===== src/rtl/md5_reverse.sv =====
// Iterative inverse of the 64-operation MD5 round chain: strips the salts from a
// digest and unwinds one operation per clock back to the pre-round state.

`ifndef SALT_A
`define SALT_A 32'h67452301
`endif
`ifndef SALT_B
`define SALT_B 32'hefcdab89
`endif
`ifndef SALT_C
`define SALT_C 32'h98badcfe
`endif
`ifndef SALT_D
`define SALT_D 32'h10325476
`endif

module md5_reverse (
    input  logic         clk,
    input  logic         rst,
    input  logic         start,
    input  logic [511:0] message,
    input  logic [127:0] digest,
    output logic         busy,
    output logic         done,
    output logic [127:0] state_out,
    output logic         match
);

    typedef enum logic {IDLE, RUN} state_t;

    state_t         state_q, state_d;
    logic [5:0]     cnt;
    logic [127:0]   st;
    logic [511:0]   msg_q;

    logic [1:0]     rnd;
    logic [3:0]     phase, k;
    logic [4:0]     s;
    logic [31:0]    n0, n1, n2, n3, fv, mw, x, a;
    logic [127:0]   st_step;

    function automatic logic [31:0] rotr(input logic [31:0] v, input logic [4:0] sh);
        logic [63:0] w;
        w = {v, v} >> sh;
        return w[31:0];
    endfunction

    function automatic logic [31:0] t_const(input logic [5:0] i);
        t_const = '0;
        case (i)
            6'd0:  t_const = 32'hd76aa478;  6'd1:  t_const = 32'he8c7b756;
            6'd2:  t_const = 32'h242070db;  6'd3:  t_const = 32'hc1bdceee;
            6'd4:  t_const = 32'hf57c0faf;  6'd5:  t_const = 32'h4787c62a;
            6'd6:  t_const = 32'ha8304613;  6'd7:  t_const = 32'hfd469501;
            6'd8:  t_const = 32'h698098d8;  6'd9:  t_const = 32'h8b44f7af;
            6'd10: t_const = 32'hffff5bb1;  6'd11: t_const = 32'h895cd7be;
            6'd12: t_const = 32'h6b901122;  6'd13: t_const = 32'hfd987193;
            6'd14: t_const = 32'ha679438e;  6'd15: t_const = 32'h49b40821;
            6'd16: t_const = 32'hf61e2562;  6'd17: t_const = 32'hc040b340;
            6'd18: t_const = 32'h265e5a51;  6'd19: t_const = 32'he9b6c7aa;
            6'd20: t_const = 32'hd62f105d;  6'd21: t_const = 32'h02441453;
            6'd22: t_const = 32'hd8a1e681;  6'd23: t_const = 32'he7d3fbc8;
            6'd24: t_const = 32'h21e1cde6;  6'd25: t_const = 32'hc33707d6;
            6'd26: t_const = 32'hf4d50d87;  6'd27: t_const = 32'h455a14ed;
            6'd28: t_const = 32'ha9e3e905;  6'd29: t_const = 32'hfcefa3f8;
            6'd30: t_const = 32'h676f02d9;  6'd31: t_const = 32'h8d2a4c8a;
            6'd32: t_const = 32'hfffa3942;  6'd33: t_const = 32'h8771f681;
            6'd34: t_const = 32'h6d9d6122;  6'd35: t_const = 32'hfde5380c;
            6'd36: t_const = 32'ha4beea44;  6'd37: t_const = 32'h4bdecfa9;
            6'd38: t_const = 32'hf6bb4b60;  6'd39: t_const = 32'hbebfbc70;
            6'd40: t_const = 32'h289b7ec6;  6'd41: t_const = 32'heaa127fa;
            6'd42: t_const = 32'hd4ef3085;  6'd43: t_const = 32'h04881d05;
            6'd44: t_const = 32'hd9d4d039;  6'd45: t_const = 32'he6db99e5;
            6'd46: t_const = 32'h1fa27cf8;  6'd47: t_const = 32'hc4ac5665;
            6'd48: t_const = 32'hf4292244;  6'd49: t_const = 32'h432aff97;
            6'd50: t_const = 32'hab9423a7;  6'd51: t_const = 32'hfc93a039;
            6'd52: t_const = 32'h655b59c3;  6'd53: t_const = 32'h8f0ccc92;
            6'd54: t_const = 32'hffeff47d;  6'd55: t_const = 32'h85845dd1;
            6'd56: t_const = 32'h6fa87e4f;  6'd57: t_const = 32'hfe2ce6e0;
            6'd58: t_const = 32'ha3014314;  6'd59: t_const = 32'h4e0811a1;
            6'd60: t_const = 32'hf7537e82;  6'd61: t_const = 32'hbd3af235;
            6'd62: t_const = 32'h2ad7d2bb;  6'd63: t_const = 32'heb86d391;
            default: t_const = '0;
        endcase
    endfunction

    // Inverse step: the forward op rotated {a,b,c,d} into {d,b',b,c}, so the
    // operands b, c, d sit directly in words 2, 3 and 0 of the current state.
    always_comb begin
        rnd   = cnt[5:4];
        phase = cnt[3:0];
        n0    = st[127:96];
        n1    = st[95:64];
        n2    = st[63:32];
        n3    = st[31:0];
        fv    = '0;
        k     = '0;
        case (rnd)
            2'd0: begin fv = (n2 & n3) | (~n2 & n0);  k = phase;                 end
            2'd1: begin fv = (n2 & n0) | (n3 & ~n0);  k = phase * 4'd5 + 4'd1;  end
            2'd2: begin fv = n2 ^ n3 ^ n0;            k = phase * 4'd3 + 4'd5;  end
            default: begin fv = n3 ^ (n2 | ~n0);      k = phase * 4'd7;         end
        endcase
        s = 5'd0;
        case ({rnd, phase[1:0]})
            4'h0: s = 5'd7;   4'h1: s = 5'd12;  4'h2: s = 5'd17;  4'h3: s = 5'd22;
            4'h4: s = 5'd5;   4'h5: s = 5'd9;   4'h6: s = 5'd14;  4'h7: s = 5'd20;
            4'h8: s = 5'd4;   4'h9: s = 5'd11;  4'ha: s = 5'd16;  4'hb: s = 5'd23;
            4'hc: s = 5'd6;   4'hd: s = 5'd10;  4'he: s = 5'd15;  default: s = 5'd21;
        endcase
        mw      = msg_q[{4'd15 - k, 5'd0} +: 32];
        x       = rotr(n1 - n2, s);
        a       = x - fv - mw - t_const(cnt);
        st_step = {a, n2, n3, n0};
    end

    always_ff @(posedge clk or posedge rst) begin
        if (rst) state_q <= IDLE;
        else     state_q <= state_d;
    end

    always_comb begin
        state_d = state_q;
        case (state_q)
            IDLE:    if (start) state_d = RUN;
            RUN:     if (cnt == 6'd0) state_d = IDLE;
            default: state_d = IDLE;
        endcase
    end

    always_ff @(posedge clk or posedge rst) begin
        if (rst) begin
            cnt   <= 6'h3F;
            st    <= '0;
            msg_q <= '0;
            done  <= 1'b0;
        end else begin
            done <= 1'b0;
            case (state_q)
                IDLE: if (start) begin
                    msg_q <= message;
                    st    <= {digest[127:96] - `SALT_A, digest[95:64] - `SALT_B,
                              digest[63:32]  - `SALT_C, digest[31:0]  - `SALT_D};
                    cnt   <= 6'h3F;
                end
                RUN: begin
                    st  <= st_step;
                    cnt <= cnt - 6'd1;
                    if (cnt == 6'd0) done <= 1'b1;
                end
                default: ;
            endcase
        end
    end

    assign busy      = (state_q == RUN);
    assign state_out = st;
    assign match     = (st == {`SALT_A, `SALT_B, `SALT_C, `SALT_D});

endmodule


===== config.mk =====
export PLATFORM = sky130hd
export DESIGN_NAME = md5_reverse
export DESIGN_NICKNAME = d
export VERILOG_FILES = /design/src/rtl/md5_reverse.sv
export SDC_FILE = /design/constraint.sdc
export NUM_CORES = 2
export LEC_CHECK = 0
export ABC_CLOCK_PERIOD_IN_PS = 20800
export CELL_PAD_IN_SITES_DETAIL_PLACEMENT = 2
export CELL_PAD_IN_SITES_GLOBAL_PLACEMENT = 2
export CORE_AREA = 2 2 394 396
export DETAILED_ROUTE_END_ITERATION = 6
export DIE_AREA = 0 0 396 398
export MAX_ROUTING_LAYER = met4
export PLACE_DENSITY_LB_ADDON = 0.1
export SLEW_MARGIN = 5
export SYNTH_ARGS = -nofsm -noshare
export SYNTH_HDL_FRONTEND = slang
export SYNTH_SLANG_ARGS = --single-unit

===== constraint.sdc =====
create_clock -name clk -period 20.8 [get_ports clk]
set_input_delay 3.12 -clock clk [delete_from_list [all_inputs] [get_ports clk]]
set_output_delay 3.12 -clock clk [all_outputs]
set_load 0.02 [all_outputs]

==> metrics <==
Yosys cell types=100; Worst EP arrival=9650 ps; drt wl/cell=30.7 µm; routed wl met3=11,300 µm; Die ar.=158,000 µm²; Post-DRT Antenna Nets=0; worst path required time=21,380 ps; Async SR Flop Fraction=1.00; Synth Net Count=6,205; DRC viols=0; setup TNS=0 ps; TritonCTS Sinks=648; Root Driver=clkbuf_16; worst slack, placed=11,790 ps; number of global-route vias before repair=46,700; initial antenna violation count=38; CORE AREA=153,000 µm²; Top Metal Used=met4; total gr overflow=0; FF+latch count, synth=648; number of synthesized flops with an enable pin=0; register area share after synthesis=0.366; # hold bufs at CTS=0; I/O pin count=774; commonest non-fill, non-tap cells in the layout=nand2_1, clkdlybuf4s50_1, dfrtp_1; Synth Flop Type=dfrtp_1; Slew Limit Fails=0; largest net degree at the start of global routing=181; total CTS buffers=85; hold_sp=msg_q[119]; TritonCTS clock tree=done; postcts setup bufs=0; Mapped Avg Cell Area=8.21 µm²; Critical Path Start=cnt[0]; Filler cells=17,100; Worst Max-Slew Pin Slew=1220 ps; Layout area overhead=28.5%; Synth Warn #=0; Post-Syn Area=44,300 µm²; Placer Congestion=0.941; most common cell after layout, fill and taps aside=nand2_1; setup violation total in the final timing report=0; metal2 WL=121,000 µm; die height=398 µm; Tcrit/Tclk final=0.436; fin nets=6,784; Setup Skew=33.4 ps; CP max FO=43; Worst slew margin=0.177; row count=144; critical path class=reg -> reg; Hold Vio Cnt, Final=0; Peak Freq=110 MHz; drt total wl=248,000 µm; die width=396 µm; CTS HTree Levels=3; GRT Total Usage=0.319; reg2reg start=cnt[0]; global-route wire length before repair=353,000 µm; 1st-iter DRT viols=3,216; Min-Delay Path Class=reg -> reg; layout cells sized above 1=0.0788; RSZ-0062 raised after global routing=no; clk_lat worst skew=720 ps; DRT Pass-1 Iters=6; Finished Core Util=0.371; M1 WL=110,000 µm; post-CTS resize count=0; min cycle time layout=9070 ps; Initial Util=0.289; Mapped Cells=5,394; crit path launch type=flop; Clock Path Buffers=3; status=finished, final reports clean; IO buf count=773; Max-Cap Viols=0; clock transition at the registers of the reported paths=70 ps; final worst setup slack=11,730 ps; via count=44,000; Via-to-Cell Ratio=5.43; HPWL Detailed=196,000 µm; Crit. End Element=flop
[worst max-delay path, stage by stage (launching register included)]
cell and delay, ps:
dfstp_2 510, buf_4 340, inv_1 120, ha_1 600, clkinv_1 420, mux2i_1 240, a21oi_4 170, buf_4 590
buf_4 690, mux4_2 410, mux2i_1 140, a21oi_1 100, ha_1 360, fa_1 520, fa_1 200, inv_1 70
fa_1 470, a21o_1 210, a21oi_1 310, o21a_1 210, o31ai_1 160, a31o_2 300, a22o_1 200, o41ai_1 610
o21ai_0 340, a31oi_1 290, xor2_1 160, o21ai_0 90
[sequential cells by signal (all words and copies together), names as in the netlist]
signal and flops:
done 1, cnt 6, msg_q 512, busy 1
state_out 128
[per-stage QoR]
stage / instance area (µm²) / hold slack (ps) / cells
floorplan: 44300 / 440 / 5394
global route: 56900 / 498 / 8098
detailed placement: 54000 / 459 / 7930
global placement: 54000 / 453 / 7930
CTS: 56900 / 473 / 8082
finish: 56900 / 468 / 8100
[per-layer routing]
| layer | GRT usage | vias up |
|---|---|---|
| met3 | 0.0429 | 256 |
| li1 | - | 19600 |
| met2 | 0.525 | 1199 |
| met4 | 0.0777 | 0 |
| met5 | - | - |
| met1 | 0.415 | 23000 |
[cell type report]
type	instances	area, µm²	area share
timing repair buffer	864	8460	0.149
multi-input combinational	4182	26000	0.457
tap	2044	2560	0.0449
clock inverter	31	474	0.00833
antenna	18	45.0	0.000791
clock buffer	121	2430	0.0427
inverter	192	724	0.0127
sequential	648	16200	0.285
[cells by family (layout without fill, tap and decap cells)]
logic type                 Yosys count  after routing  synth area share
AOI/OAI and AO/OA                 1049           1049             0.149
xor gates and xnor gates           190            190            0.0379
adders and majority gates          182            182            0.0620
buffers and inverters              564           1208            0.0487
DFF                                648            648             0.366
muxes                              324            324             0.113
other                                0             18                 0
and+or+nand+nor                   2437           2437             0.223
[cell usage after synthesis (68+ instances only)]
cell	number	area, µm²
dfrtp_1	642	16100
a21oi_1	267	1340
nand3_1	68	340
ha_1	101	1260
inv_1	187	702
clkbuf_1	313	1170
mux4_2	133	3000
xnor2_1	90	788
a31oi_1	98	613
nand2_1	1836	6890
xor2_1	99	867
o21ai_0	317	1590
mux2i_1	139	1390
nor2_1	276	1040
[worst paths after layout]
check	endpoint	slack (ps)	cells past startpoint
worst max-delay path	state_out[124]	11730	27
worst min-delay path	msg_q[119]	470	2
worst max register to register	state_out[124]	11730	27
worst min register to register	msg_q[119]	470	2
max in group asynchronous	state_out[91]	13960	7
min in group asynchronous	msg_q[108]	3080	3
Power is not shown: default switching activity piles up to over one toggle a cycle in this logic, so the estimate is an artifact.
